## src/rtl/keypad_pkg.sv

```systemverilog
// Shared types and constants for the 4x4 keypad scanner: FSM states,
// matrix geometry and the {row, col} key-code packing.
package keypad_pkg;

  localparam int ROWS   = 4;
  localparam int COLS   = 4;
  localparam int CODE_W = 4;

  typedef enum logic [1:0] {
    SCAN,
    DEBOUNCE,
    HELD,
    RELEASE
  } state_e;

  function automatic logic [CODE_W-1:0] pack_code(input logic [1:0] row,
                                                  input logic [1:0] col);
    return {row, col};
  endfunction

endpackage

```

## src/rtl/keypad_fifo.sv

```systemverilog
// Small key-code FIFO; a push into a full buffer is accepted only when a pop
// frees a slot in the same cycle. The head reads as zero while empty.
module keypad_fifo
  import keypad_pkg::*;
#(
  parameter int DEPTH = 4,
  parameter int W     = CODE_W
) (
  input  logic         clk_i,
  input  logic         rst_i,
  input  logic         push_i,
  input  logic         pop_i,
  input  logic [W-1:0] din_i,
  output logic [W-1:0] dout_o,
  output logic         full_o,
  output logic         empty_o
);

  localparam int AW = (DEPTH > 1) ? $clog2(DEPTH) : 1;

  logic [AW-1:0] wr_q, rd_q;
  logic [AW:0]   cnt_q;
  logic [W-1:0]  mem_q [DEPTH];
  logic          do_push, do_pop;

  assign full_o  = (cnt_q == (AW+1)'(DEPTH));
  assign empty_o = (cnt_q == '0);
  assign do_pop  = pop_i && !empty_o;
  assign do_push = push_i && (!full_o || pop_i);
  assign dout_o  = empty_o ? '0 : mem_q[rd_q];

  always_ff @(posedge clk_i) begin
    if (rst_i) begin
      wr_q  <= '0;
      rd_q  <= '0;
      cnt_q <= '0;
    end else begin
      if (do_push) wr_q <= wr_q + AW'(1);
      if (do_pop)  rd_q <= rd_q + AW'(1);
      unique case ({do_push, do_pop})
        2'b10:   cnt_q <= cnt_q + (AW+1)'(1);
        2'b01:   cnt_q <= cnt_q - (AW+1)'(1);
        default: cnt_q <= cnt_q;
      endcase
    end
  end

  // Storage carries data only, so it is left out of reset.
  always_ff @(posedge clk_i) begin
    if (do_push) mem_q[wr_q] <= din_i;
  end

endmodule

```

## src/rtl/keypad_scan_ctrl.sv

```systemverilog
// 4x4 matrix keypad scanner: drives one row low at a time, debounces presses
// and releases on slot samples, and queues one key code per press.
module keypad_scan_ctrl
  import keypad_pkg::*;
#(
  parameter int SCAN_DIV   = 50000,
  parameter int DEBOUNCE_N = 4,
  parameter int FIFO_DEPTH = 4
) (
  input  logic       clk50,
  input  logic       rst,
  input  logic [3:0] Columna,
  output logic [3:0] Fila,
  output logic [3:0] key_code,
  output logic       key_valid,
  input  logic       key_ready,
  output logic       key_held,
  output logic       overflow,
  input  logic       ovf_clr
);

  localparam int             SW        = $clog2(SCAN_DIV);
  localparam logic [SW-1:0]  SLOT_LAST = SW'(SCAN_DIV - 1);
  localparam int             DW        = $clog2(DEBOUNCE_N + 1);
  localparam logic [DW-1:0]  DEB_LAST  = DW'(DEBOUNCE_N);

  logic [3:0]        col_s1_q, col_s2_q;
  logic [SW-1:0]     slot_q;
  state_e            state_q, state_d;
  logic [1:0]        row_q, row_d;
  logic [1:0]        cand_q, cand_d;
  logic [DW-1:0]     deb_q, deb_d, deb_inc;
  logic              push_q, push_d;
  logic [CODE_W-1:0] push_code_q;
  logic              ovf_q;
  logic              sample, any_low, pop, fifo_full, fifo_empty;
  logic [1:0]        low_col;

  function automatic logic [1:0] lowest_low(input logic [COLS-1:0] cols);
    logic [1:0] idx;
    idx = 2'd0;
    for (int i = COLS - 1; i >= 0; i--) begin
      if (!cols[i]) idx = 2'(i);
    end
    return idx;
  endfunction

  assign sample  = (slot_q == SLOT_LAST);
  assign any_low = ~&col_s2_q;
  assign low_col = lowest_low(col_s2_q);
  assign deb_inc = deb_q + DW'(1);

  // Input synchronizer and sample-slot timebase
  always_ff @(posedge clk50) begin
    if (rst) begin
      col_s1_q <= 4'b1111;
      col_s2_q <= 4'b1111;
      slot_q   <= '0;
    end else begin
      col_s1_q <= Columna;
      col_s2_q <= col_s1_q;
      slot_q   <= sample ? '0 : slot_q + SW'(1);
    end
  end

  // Scan FSM state register
  always_ff @(posedge clk50) begin
    if (rst) begin
      state_q <= SCAN;
      row_q   <= '0;
      cand_q  <= '0;
      deb_q   <= '0;
      push_q  <= 1'b0;
    end else begin
      state_q <= state_d;
      row_q   <= row_d;
      cand_q  <= cand_d;
      deb_q   <= deb_d;
      push_q  <= push_d;
    end
  end

  always_comb begin
    state_d = state_q;
    row_d   = row_q;
    cand_d  = cand_q;
    deb_d   = deb_q;
    push_d  = 1'b0;
    if (sample) begin
      unique case (state_q)
        SCAN: begin
          if (any_low) begin
            cand_d  = low_col;
            deb_d   = DW'(1);
            state_d = DEBOUNCE;
          end else begin
            row_d = row_q + 2'd1;
          end
        end
        DEBOUNCE: begin
          if (any_low && (low_col == cand_q)) begin
            deb_d = deb_inc;
            if (deb_inc == DEB_LAST) begin
              push_d  = 1'b1;
              state_d = HELD;
            end
          end else begin
            deb_d   = '0;
            state_d = SCAN;
            row_d   = row_q + 2'd1;
          end
        end
        HELD: begin
          if (!any_low) begin
            deb_d   = DW'(1);
            state_d = RELEASE;
          end
        end
        RELEASE: begin
          if (!any_low) begin
            deb_d = deb_inc;
            if (deb_inc == DEB_LAST) begin
              deb_d   = '0;
              state_d = SCAN;
              row_d   = row_q + 2'd1;
            end
          end else begin
            state_d = HELD;
          end
        end
        default: state_d = SCAN;
      endcase
    end
  end

  // Release debouncing still counts as holding the accepted key.
  always_comb begin
    Fila        = 4'b1111;
    Fila[row_q] = 1'b0;
    key_held    = (state_q == HELD) || (state_q == RELEASE);
  end

  // Code is captured on the accepting sample and pushed the next cycle.
  always_ff @(posedge clk50) begin
    if (push_d) push_code_q <= pack_code(row_q, cand_q);
  end

  assign pop       = key_valid && key_ready;
  assign key_valid = ~fifo_empty;

  keypad_fifo #(
    .DEPTH (FIFO_DEPTH),
    .W     (CODE_W)
  ) u_fifo (
    .clk_i   (clk50),
    .rst_i   (rst),
    .push_i  (push_q),
    .pop_i   (pop),
    .din_i   (push_code_q),
    .dout_o  (key_code),
    .full_o  (fifo_full),
    .empty_o (fifo_empty)
  );

  // A dropped push outranks a simultaneous clear.
  always_ff @(posedge clk50) begin
    if (rst) begin
      ovf_q <= 1'b0;
    end else if (push_q && fifo_full && !pop) begin
      ovf_q <= 1'b1;
    end else if (ovf_clr) begin
      ovf_q <= 1'b0;
    end
  end

  assign overflow = ovf_q;

endmodule

```

## config.mk

```make
export PLATFORM = sky130hd
export DESIGN_NAME = keypad_scan_ctrl
export DESIGN_NICKNAME = d
export VERILOG_FILES = /design/src/rtl/keypad_pkg.sv /design/src/rtl/keypad_fifo.sv /design/src/rtl/keypad_scan_ctrl.sv
export SDC_FILE = /design/constraint.sdc
export NUM_CORES = 1
export LEC_CHECK = 0
export BUFFER_PORTS_ARGS = -buffer_cell sky130_fd_sc_hd__buf_2
export CORE_UTILIZATION = 60
export CTS_BUF_LIST = sky130_fd_sc_hd__clkbuf_4 sky130_fd_sc_hd__clkbuf_8
export CTS_CLUSTER_SIZE = 30
export DETAILED_ROUTE_END_ITERATION = 10
export HOLD_SLACK_MARGIN = 0.05
export PLACE_DENSITY = 0.79
export SLEW_MARGIN = 30
export SYNTH_ARGS = -nofsm -noshare
export SYNTH_HDL_FRONTEND = slang
export SYNTH_SLANG_ARGS = --single-unit
```

## constraint.sdc

```tcl
create_clock -name clk50 -period 3 [get_ports clk50]
set_input_delay 0.6 -clock clk50 [delete_from_list [all_inputs] [get_ports clk50]]
set_output_delay 0.6 -clock clk50 [all_outputs]
set_load 0.005 [all_outputs]
```

* After elaboration in Yosys (flattened, before gate mapping)
Memories as Yosys holds them, arrays and structs flattened. A register that Yosys moved wholly into a read port is not among the register bits.
Index checks and enable logic that the tools add are counted.
** Word-level totals
- Flip-flop bits (word level) :: 46
- RAM bits :: 16
- Input port bits :: 8
- Memories kept :: 1
** Cells by class
- $add $sub $neg :: 7
- Order comparisons :: 2
- Eq/ne operators :: 17
- Muxes and demuxes :: 36
- Bitwise gates (word level) :: 3
- Reductions and logical operators :: 24
** Memories
- u_fifo.mem_q :: words 4, bits a word 4, rd ports 1, clocked after memory_dff 1, wr ports 1, RTL line keypad_fifo.sv:23 : logic [W-1:0] mem_q [DEPTH];
** Operator list (number)
- 2-bit two-way mux :: 16
- 16-bit by 1-bit adder with 16-bit output, second input constant :: 1
- 16-bit == test, second input constant :: 1
- 3-bit two-way mux :: 5
- 2-bit != test, second input constant :: 6
- 3-bit case mux with 4 select lines :: 1
- 1-bit two-way mux :: 9
- 2-bit case mux with 4 select lines :: 1
- 4-bit AND reduction :: 2
- 1-bit logical AND :: 7
- 2-bit by 1-bit adder with 2-bit output, second input constant :: 3
- 3-bit by 1-bit adder with 3-bit output, second input constant :: 2
- 2-bit == test, second input constant :: 3
- 3-bit == test, second input constant :: 2
- 3-bit != test, second input constant :: 2
- 2-bit case mux with 3 select lines :: 1
- 3-bit case mux with 2 select lines :: 1
- 6-bit AND reduction :: 1
- 5-bit AND reduction :: 1
- 2-bit by 1-bit == test with 1-bit output, second input constant :: 2
- 1-bit logical NOT :: 4
- 4-bit two-way mux :: 1
- 4-bit NOT :: 1
- 2-bit nonzero test :: 2
- other kinds (12) :: 14

* Longest topological paths before layout
Gate-level depths: netlist of run 1.
- Depth after elaboration :: 9
- Gate-level depth with buffers :: 10
- Gate-level depth less buffers :: 9

* Cells and area by module
Synthesis of run 1 repeated with hierarchy kept, for this count alone.
** Unflattened totals
- Cell total of the unflattened synthesis :: 269
- Area total of the unflattened synthesis :: 2902.8 um^2
** Modules (own cells, without submodules)
- keypad_scan_ctrl :: instances 1, cells each 191, area an instance 1796.7 um^2, seq. area each 820.8 um^2
- keypad_fifo :: instances 1, cells each 78, area an instance 1106.1 um^2, seq. area each 660.6 um^2

* Worst setup path before layout of run 1
OpenSTA, ideal clock, no wires.
- Kind :: in2reg
- From :: in key_ready
- To :: reg u_fifo.cnt_q[2]
- Library setup time :: 70 ps
- Arrival time :: 2402 ps
- Slack :: 528 ps
- Stages on the path :: 10
- Path buffers :: 1
- Cell sequence :: nor4b_1 -> nor2b_1 -> clkbuf_1 -> inv_1 -> ha_1 -> inv_1 -> fa_1 -> xor2_1 -> or3_1 -> a21oi_1
** Between the ends
- Longest elaborated chain between the ends :: 5
- Elaborated cells between the ends (all ways) :: 8
** RTL lines
- start, declared :: RTL line keypad_scan_ctrl.sv:16 : input logic key_ready,
- 1-bit logical AND (*) :: RTL line keypad_scan_ctrl.sv:148 : assign pop = key_valid && key_ready;
- 1-bit logical OR :: RTL line keypad_fifo.sv:29 : assign do_push = push_i && (!full_o || pop_i);
- 1-bit logical AND :: RTL line keypad_fifo.sv:29
- 2-bit by 1-bit == test with 1-bit output or 2-bit == test (tied branches) :: RTL line keypad_fifo.sv:40 : unique case ({do_push, do_pop})
- 3-bit case mux with 2 select lines or 2-bit nonzero test (tied branches)
- end signal, assigned :: RTL line keypad_fifo.sv:41 : 2'b10: cnt_q <= cnt_q + (AW+1)'(1);
- end signal, assigned :: RTL line keypad_fifo.sv:42 : 2'b01: cnt_q <= cnt_q - (AW+1)'(1);
- end signal, assigned :: RTL line keypad_fifo.sv:43 : default: cnt_q <= cnt_q;
- end, declared :: RTL line keypad_fifo.sv:22 : logic [AW:0] cnt_q;
Mark *: on every way between the ends. The rest lies on a longest branch, timed or not.
A chain may end at the register's enable or synchronous reset.

* Worst setup path after layout of run 1
- From :: reg u_fifo.cnt_q[0]
- To :: reg u_fifo.cnt_q[2]
** Between the ends
- Longest elaborated chain between the ends :: 7
- Elaborated cells between the ends (all ways) :: 15
** RTL lines
- 3-bit logical NOT :: RTL line keypad_fifo.sv:27 : assign empty_o = (cnt_q == '0);
- 1-bit NOT :: RTL line keypad_scan_ctrl.sv:149 : assign key_valid = ~fifo_empty;
- 1-bit logical AND :: RTL line keypad_scan_ctrl.sv:148
- 1-bit logical OR :: RTL line keypad_fifo.sv:29
- 1-bit logical AND :: RTL line keypad_fifo.sv:29
- 2-bit by 1-bit == test with 1-bit output or 2-bit == test (tied branches) :: RTL line keypad_fifo.sv:40
- 3-bit case mux with 2 select lines or 2-bit nonzero test (tied branches)
Parallel ways exist; a longest one is shown, timed or not.

==> impl_table.tex, run 1 <==
\begin{tabular}{lr}
\hline
Metric & Value \\
\hline
\multicolumn{2}{l}{\textbf{Die}} \\
Die Y-Extent & 71.0 µm \\
Full die area & 5040 µm² \\
Starting Density & 0.638 \\
Total core area & 4470 µm² \\
Die W & 71.0 µm \\
Number of top-level pins & 19 \\
Num rows & 24 \\
\multicolumn{2}{l}{\textbf{Synthesis}} \\
Main synth FF type & sky130\_fd\_sc\_hd\_\_dfxtp\_1 \\
Synth unique cells & 46 \\
Share of the yosys chip area belonging to registers & 0.519 \\
Post-synthesis sequential element count & 64 \\
Proportion of synthesized flip-flops having asynchronous set or reset & 0 \\
Synthesized instance count & 272 \\
Synthesized Nets & 294 \\
EDFF count, synth & 20 \\
Mean instance size in the synthesized netlist & 10.5 µm² \\
Number of warnings reported in the yosys synthesis log & 0 \\
Synthesized cell area & 2850 µm² \\
\multicolumn{2}{l}{\textbf{Global route}} \\
Grt met1 use & 0.223 \\
GR met3 Demand/Resource & 0.0513 \\
GR Util All Layers & 0.197 \\
Pin count of the biggest net entering global routing & 31 \\
Global routing usage on met2 & 0.339 \\
Initial antenna violation count & 0 \\
Wire length of the first global-routing pass & 7550 µm \\
Most heavily used metal layer in global routing & met2 \\
Total grt overflow & 0 \\
Vias in the first global route & 1778 \\
\multicolumn{2}{l}{\textbf{Timing}} \\
Final Critical Period & 2.39 ns \\
Total count of max-transition violations in the final report & 0 \\
Setup TNS & 0 ns \\
Hold violation total from the final report & 0 \\
Count of endpoints failing setup in the final report & 0 \\
Portion of the clock cycle consumed by the worst path in the final layout & 0.796 \\
Worst relative slew slack & 0.572 \\
Unrepaired setup endpoints after global routing & no \\
Fmax & 419 MHz \\
Final clock skew & 0.00430 ns \\
Slew at the pin closest to its max-slew limit & 0.637 ns \\
\multicolumn{2}{l}{\textbf{Routing}} \\
Per-cell routed wire length & 12.7 µm \\
Remaining design rule violation count & 0 \\
Mean number of vias per cell & 5.47 \\
Antenna-violating nets left & 0 \\
DRC marker count from the first detailed-route iteration & 97 \\
Total via count in the routed design & 1904 \\
DRT Wirelength & 4410 µm \\
Number of search-and-repair iterations in the first detailed-routing pass & 6 \\
\multicolumn{2}{l}{\textbf{Cells and area}} \\
Synthesis-to-layout area growth & 11.5\% \\
Most common cell after layout, fill and taps aside & sky130\_fd\_sc\_hd\_\_dfxtp\_1 \\
Antenna diode instance count & 0 \\
Share of post-route cells with drive strength above 1 & 0.169 \\
Final layout net count & 313 \\
Leading cell types in the layout, fill and taps excluded & sky130\_fd\_sc\_hd\_\_dfxtp\_1 (44), sky130\_fd\_sc\_hd\_\_nor2\_1 (34), sky130\_fd\_sc\_hd\_\_inv\_1 (20), sky130\_fd\_sc\_hd\_\_edfxtp\_1 (20), sky130\_fd\_sc\_hd\_\_buf\_2 (18) \\
\multicolumn{2}{l}{\textbf{Clock tree}} \\
Num CTS Buffers & 9 \\
Clock input transition at the sequential cells of the worst setup and hold paths & 0.06 ns \\
Hold-fix buffers at CTS & 0 \\
Number of sinks on the clock net & 64 \\
TritonCTS clock tree & built \\
Gates resized, CTS repair & 0 \\
CTS root buffer & sky130\_fd\_sc\_hd\_\_clkbuf\_8 \\
Buffers inserted during post-CTS setup optimization & 0 \\
Longest Clk Path Bufs & 2 \\
Clock latency on the worst-skew pair & 0.33 ns \\
Htree depth & 3 \\
\multicolumn{2}{l}{\textbf{Power and ir drop}} \\
Combinational group share of total power & 0.022 \\
Design internal power & 0.00137 W \\
Max IR drop VDD & 0.457 mV \\
Register share of total power & 0.528 \\
Total net switching power & 0.000337 W \\
Proportion of power drawn by the clock network & 0.450 \\
Total power after layout & 0.00171 W \\
Power density normalized to cell area & 536 nW/µm² \\
Lkg Pwr & 1.21 nW \\
Switching power share of the total & 0.197 \\
\multicolumn{2}{l}{\textbf{Flow run}} \\
Number of max-cap violations & 0 \\
\multicolumn{2}{l}{\textbf{Status}} \\
Outcome & complete, no violations \\
\multicolumn{2}{l}{\textbf{Critical path}} \\
Required time at the endpoint of the critical path & 3.26 ns \\
Startpoint Class & flip-flop \\
Nature of the critical path endpoint & flip-flop \\
Largest fanout on the critical path & 7 \\
Data arrival time of the critical path & 2.65 ns \\
Class of the most critical setup path & flip-flop to flip-flop \\
\multicolumn{2}{l}{\textbf{Placement}} \\
Weighted congestion reported at the end of routability-driven placement & 0.791 \\
Half-perimeter wire length after detailed placement & 3080 µm \\
Input/output buffers & 18 \\
\multicolumn{2}{l}{\textbf{Min path}} \\
Tightest Hold Check Type & flip-flop to flip-flop \\
\hline
\end{tabular}
[worst max-delay path: stages, from the launching register on]
cell	delay [ns]
sky130_fd_sc_hd__dfxtp_1	0.33
sky130_fd_sc_hd__nor4b_1	0.43
sky130_fd_sc_hd__nor2b_1	0.20
sky130_fd_sc_hd__inv_1	0.09
sky130_fd_sc_hd__ha_1	0.17
sky130_fd_sc_hd__inv_1	0.07
sky130_fd_sc_hd__fa_1	0.42
sky130_fd_sc_hd__xor2_1	0.15
sky130_fd_sc_hd__or3_1	0.31
sky130_fd_sc_hd__a21oi_1	0.13
[cell usage after synthesis (2+ instances only)]
cell type / count / share of area
sky130_fd_sc_hd__nand2_1: 12 / 0.016
sky130_fd_sc_hd__nor2b_1: 5 / 0.011
sky130_fd_sc_hd__and3_1: 2 / 0.0044
sky130_fd_sc_hd__nor3_1: 2 / 0.0035
sky130_fd_sc_hd__nand4_1: 4 / 0.0088
sky130_fd_sc_hd__or4bb_1: 2 / 0.0079
sky130_fd_sc_hd__dfxtp_1: 44 / 0.31
sky130_fd_sc_hd__nor2_1: 34 / 0.045
sky130_fd_sc_hd__inv_1: 20 / 0.026
sky130_fd_sc_hd__nand3b_1: 4 / 0.011
sky130_fd_sc_hd__and2_1: 12 / 0.026
sky130_fd_sc_hd__nand3_1: 9 / 0.016
sky130_fd_sc_hd__nand2b_1: 2 / 0.0044
sky130_fd_sc_hd__o211ai_1: 2 / 0.0053
sky130_fd_sc_hd__or3_1: 3 / 0.0066
sky130_fd_sc_hd__ha_1: 13 / 0.057
sky130_fd_sc_hd__xnor2_1: 5 / 0.015
sky130_fd_sc_hd__a211o_1: 2 / 0.0061
sky130_fd_sc_hd__mux4_2: 4 / 0.032
sky130_fd_sc_hd__xor2_1: 14 / 0.043
sky130_fd_sc_hd__a31oi_1: 3 / 0.0066
sky130_fd_sc_hd__or2_2: 9 / 0.020
sky130_fd_sc_hd__mux2i_1: 4 / 0.014
sky130_fd_sc_hd__clkbuf_1: 8 / 0.011
sky130_fd_sc_hd__o21ai_0: 6 / 0.011
sky130_fd_sc_hd__edfxtp_1: 20 / 0.21
sky130_fd_sc_hd__a21oi_1: 6 / 0.011
sky130_fd_sc_hd__nor4_1: 3 / 0.0066
[state kept, by name, summed over array words and instances, names as in the netlist, named ones only]
| name | count |
|---|---|
| u_fifo.mem_q | 16 |
| state_q | 2 |
| u_fifo.rd_q | 2 |
| u_fifo.wr_q | 2 |
| deb_q | 3 |
| slot_q | 16 |
| overflow | 1 |
| col_s2_q | 4 |
| row_q | 2 |
| u_fifo.cnt_q | 3 |
| push_q | 1 |
| col_s1_q | 4 |
| push_code_q | 4 |
| cand_q | 2 |
[through the flow]
step / setup slack (ns) / instance area, µm² / hold WS, ns / util / instances
after floorplan: 0.528 / 2850 / 0.389 / - / 272
after global routing: 0.386 / 3180 / 0.422 / 0.711 / 348
after global placement: 0.399 / 2970 / 0.391 / 0.664 / 332
final: 0.611 / 3180 / 0.411 / 0.711 / 348
after CTS: 0.611 / 3180 / 0.410 / 0.711 / 348
after detailed placement: 0.284 / 2970 / 0.394 / 0.664 / 332
[layout make-up]
type,instances,area [µm²]
tap,52,65.1
sequential,64,1480
fill,326,1290
timing repair buffer,18,90.1
clock inverter,3,40.0
clock buffer,13,173
inverter,20,75.1
multi-input combinational,178,1260
[kinds of logic after synthesis]
kind of cell,count (synthesis),share of synthesized area
compound gates,26,0.0579
xor+xnor,19,0.0583
fa+ha+maj,14,0.0640
buf+inv,30,0.0403
flops,64,0.519
mux,8,0.0456
simple gates,111,0.215
[power groups by stage]
| stage | clock, W | sequential [W] | combinational, W |
|---|---|---|---|
| floorplan | 0 | 0.000919 | 0.0000293 |
| global placement | 0 | 0.000920 | 0.0000368 |
| detailed placement | 0 | 0.000921 | 0.0000373 |
| CTS | 0.000788 | 0.000901 | 0.0000374 |
| global route | 0.000820 | 0.000902 | 0.0000419 |
| finish | 0.000768 | 0.000901 | 0.0000369 |
[final timing paths]
| path | slack (ns) | to | cells after the start | from |
|---|---|---|---|---|
| max | 0.61 | u_fifo.cnt_q[2] | 9 | u_fifo.cnt_q[0] |
| min | 0.41 | col_s2_q[3] | 1 | col_s1_q[3] |
| max reg2reg | 0.61 | u_fifo.cnt_q[2] | 9 | u_fifo.cnt_q[0] |
| min reg2reg | 0.41 | col_s2_q[3] | 1 | col_s1_q[3] |
[layer usage]
layer / vias up / wire [µm]
met3: 4 / 166
met4: 0 / 36
met5: - / 0
met2: 33 / 2210
li1: 968 / -
met1: 899 / 1990
Power figures use the tool's default switching activity.
==> run 2: changes to the inputs <==
ABC_AREA = 1   (was unset)
clock period = 2.46 ns   (was 3 ns; I/O delays follow)
==> impl_table.tex, run 2 <==
\begin{tabular}{lr}
\hline
Metric & Value \\
\hline
\multicolumn{2}{l}{\textbf{Routing}} \\
DRT Wirelength & 5290 µm \\
Number of search-and-repair iterations in the first detailed-routing pass & 4 \\
Antenna-violating nets left & 0 \\
Per-cell routed wire length & 11.4 µm \\
Mean number of vias per cell & 5.04 \\
DRC marker count from the first detailed-route iteration & 121 \\
Remaining design rule violation count & 0 \\
Total via count in the routed design & 2339 \\
\multicolumn{2}{l}{\textbf{Placement}} \\
Half-perimeter wire length after detailed placement & 3910 µm \\
Input/output buffers & 18 \\
Weighted congestion reported at the end of routability-driven placement & 0.839 \\
Post-Place Setup Slack & 0.103 ns \\
\multicolumn{2}{l}{\textbf{Power and ir drop}} \\
Proportion of power drawn by the clock network & 0.455 \\
Total net switching power & 0.000412 W \\
Max IR drop VDD & 0.466 mV \\
Total power after layout & 0.00211 W \\
Power density normalized to cell area & 623 nW/µm² \\
Design internal power & 0.00170 W \\
Switching power share of the total & 0.195 \\
Combinational group share of total power & 0.025 \\
Lkg Pwr & 1.35 nW \\
Register share of total power & 0.520 \\
\multicolumn{2}{l}{\textbf{Synthesis}} \\
Synthesized instance count & 367 \\
Share of the yosys chip area belonging to registers & 0.492 \\
Mean instance size in the synthesized netlist & 8.21 µm² \\
Cell taking the most area after synthesis & sky130\_fd\_sc\_hd\_\_dfxtp\_1 \\
Synthesized cell area & 3010 µm² \\
Proportion of synthesized flip-flops having asynchronous set or reset & 0 \\
Synth unique cells & 29 \\
Synthesized Nets & 389 \\
Post-synth top cells & sky130\_fd\_sc\_hd\_\_inv\_1 (56), sky130\_fd\_sc\_hd\_\_nand2\_1 (56), sky130\_fd\_sc\_hd\_\_nor2\_1 (56) \\
EDFF count, synth & 20 \\
Synth top area cells & sky130\_fd\_sc\_hd\_\_dfxtp\_1 (29\%), sky130\_fd\_sc\_hd\_\_edfxtp\_1 (20\%), sky130\_fd\_sc\_hd\_\_inv\_1 (7.0\%) \\
Area share of the leading cell type in the synthesized netlist & 0.292 \\
Number of warnings reported in the yosys synthesis log & 0 \\
Post-synthesis sequential element count & 64 \\
Main synth FF type & sky130\_fd\_sc\_hd\_\_dfxtp\_1 \\
\multicolumn{2}{l}{\textbf{Cells and area}} \\
Synthesis-to-layout area growth & 12.3\% \\
Leading cell types in the layout, fill and taps excluded & sky130\_fd\_sc\_hd\_\_inv\_1 (56), sky130\_fd\_sc\_hd\_\_nor2\_1 (56), sky130\_fd\_sc\_hd\_\_nand2\_1 (56) \\
Final Core Density & 0.706 \\
Fill cells & 377 \\
Share of post-route cells with drive strength above 1 & 0.144 \\
Largest registers ranked by flip-flop count & slot\_q x16, u\_fifo.mem\_q x16 \\
Final layout net count & 414 \\
Antenna diode instance count & 0 \\
\multicolumn{2}{l}{\textbf{Clock tree}} \\
Hold-fix buffers at CTS & 0 \\
Buffers inserted during post-CTS setup optimization & 0 \\
TritonCTS clock tree & built \\
Clock input transition at the sequential cells of the worst setup and hold paths & 0.07 ns \\
Clock latency on the worst-skew pair & 0.33 ns \\
CTS root buffer & sky130\_fd\_sc\_hd\_\_clkbuf\_8 \\
Longest Clk Path Bufs & 2 \\
Num CTS Buffers & 9 \\
Gates resized, CTS repair & 0 \\
Number of sinks on the clock net & 64 \\
Htree depth & 3 \\
\multicolumn{2}{l}{\textbf{Critical path}} \\
Nature of the critical path endpoint & flip-flop \\
Class of the most critical setup path & flip-flop to flip-flop \\
Launching point of the worst reg2reg path & u\_fifo.cnt\_q[1] \\
Cell-by-cell listing of the critical path & nor2\_1 -> nand3\_1 -> and2\_1 -> inv\_1 -> ha\_1 -> inv\_1 -> fa\_1 -> a21oi\_1 -> o21ai\_0 -> o21ai\_0 -> a21oi\_1 \\
Startpoint Class & flip-flop \\
Data arrival time of the critical path & 2.43 ns \\
Crit path largest cell delay & 0.43 ns \\
Required time at the endpoint of the critical path & 2.67 ns \\
Crit path launch & u\_fifo.cnt\_q[1] \\
Slowest CP cell & sky130\_fd\_sc\_hd\_\_fa\_1 \\
Largest fanout on the critical path & 7 \\
\multicolumn{2}{l}{\textbf{Global route}} \\
Pin count of the biggest net entering global routing & 16 \\
Initial antenna violation count & 0 \\
Total grt overflow & 0 \\
Wire length of the first global-routing pass & 8980 µm \\
Vias in the first global route & 2151 \\
GR Util All Layers & 0.224 \\
\multicolumn{2}{l}{\textbf{Status}} \\
Outcome & complete, no violations \\
\multicolumn{2}{l}{\textbf{Die}} \\
Num rows & 25 \\
Die W & 72.8 µm \\
Starting Density & 0.629 \\
Total core area & 4790 µm² \\
Full die area & 5310 µm² \\
Die Y-Extent & 72.8 µm \\
Number of top-level pins & 19 \\
\multicolumn{2}{l}{\textbf{Timing}} \\
Count of endpoints failing setup in the final report & 0 \\
Setup slack of the critical path after layout & 0.238 ns \\
Slew at the pin closest to its max-slew limit & 0.546 ns \\
Hold violation total from the final report & 0 \\
Final Critical Period & 2.22 ns \\
Unrepaired setup endpoints after global routing & no \\
Total count of max-transition violations in the final report & 0 \\
Final clock skew & 0.00978 ns \\
Worst relative slew slack & 0.635 \\
Setup TNS & 0 ns \\
Portion of the clock cycle consumed by the worst path in the final layout & 0.903 \\
Fmax & 450 MHz \\
\multicolumn{2}{l}{\textbf{Min path}} \\
Tightest Hold Check Type & primary input to flip-flop \\
Hold path start & Columna[2] \\
\multicolumn{2}{l}{\textbf{Flow run}} \\
Number of max-cap violations & 0 \\
\hline
\end{tabular}
[run 2: worst paths after layout]
check / end / slack, ns / depth (start not counted)
hold reg to reg: col_s2_q[1] / 0.41 / 1
setup reg to reg: u_fifo.cnt_q[2] / 0.24 / 11
setup / recovery: u_fifo.cnt_q[2] / 0.24 / 11
hold / removal: col_s1_q[2] / 0.34 / 2
[run 2: final cells by class]
class | count | area [µm²] | share of cell area
Clock inverter | 5 | 72.6 | 0.0215
Clock buffer | 11 | 139 | 0.0411
Inverter | 58 | 218 | 0.0644
Multi-Input combinational cell | 240 | 1290 | 0.381
Sequential cell | 64 | 1480 | 0.438
Timing Repair Buffer | 19 | 97.6 | 0.0289
Tap cell | 67 | 83.8 | 0.0248
[run 2: kinds of logic (layout without fill, tap and decap cells)]
family / Yosys count / in the layout / synth area share
adders and majority gates: 14 / 14 / 0.0607
AOI/OAI and AO/OA: 55 / 55 / 0.0922
and+or+nand+nor: 167 / 167 / 0.263
buffers and inverters: 63 / 93 / 0.0802
DFF: 64 / 64 / 0.492
xor gates and xnor gates: 4 / 4 / 0.0116
[run 2: routing by layer]
layer / part of all wire / wire (µm) / global-route usage / vias to the layer above
li1: - / - / - / 1227
met1: 0.45 / 2410 / 0.264 / 1061
met2: 0.49 / 2610 / 0.393 / 42
met3: 0.038 / 201 / 0.0525 / 9
met4: 0.013 / 71 / 0.0893 / 0
met5: 0 / 0 / 0 / -
[run 2: power groups by stage]
stage / Combinational, W / Clock, W / Sequential [W]
CTS: 0.0000528 / 0.000975 / 0.00110
global placement: 0.0000505 / 0 / 0.00112
floorplan: 0.0000384 / 0 / 0.00112
global route: 0.0000604 / 0.00102 / 0.00110
finish: 0.0000525 / 0.000959 / 0.00110
detailed placement: 0.0000516 / 0 / 0.00112
[run 2: worst max-delay path, delay by kind of cell, from the launching register on]
kind | cells | cell delay (ns)
adder cells (fa/ha/maj) | 2 | 0.61
AND/OR/NAND/NOR | 3 | 0.43
flip-flops | 1 | 0.33
buffers and inverters | 2 | 0.25
AO/OA/AOI/OAI | 4 | 0.48
[run 2: metrics by stage]
step           cells  hold slack [ns]  instance area (µm²)
2_1_floorplan    367            0.389                 3010
3_3_place_gp     448            0.391                 3170
3_5_place_dp     448            0.393                 3170
4_1_cts          464            0.327                 3380
5_1_grt          464            0.337                 3380
6_report         464            0.341                 3380
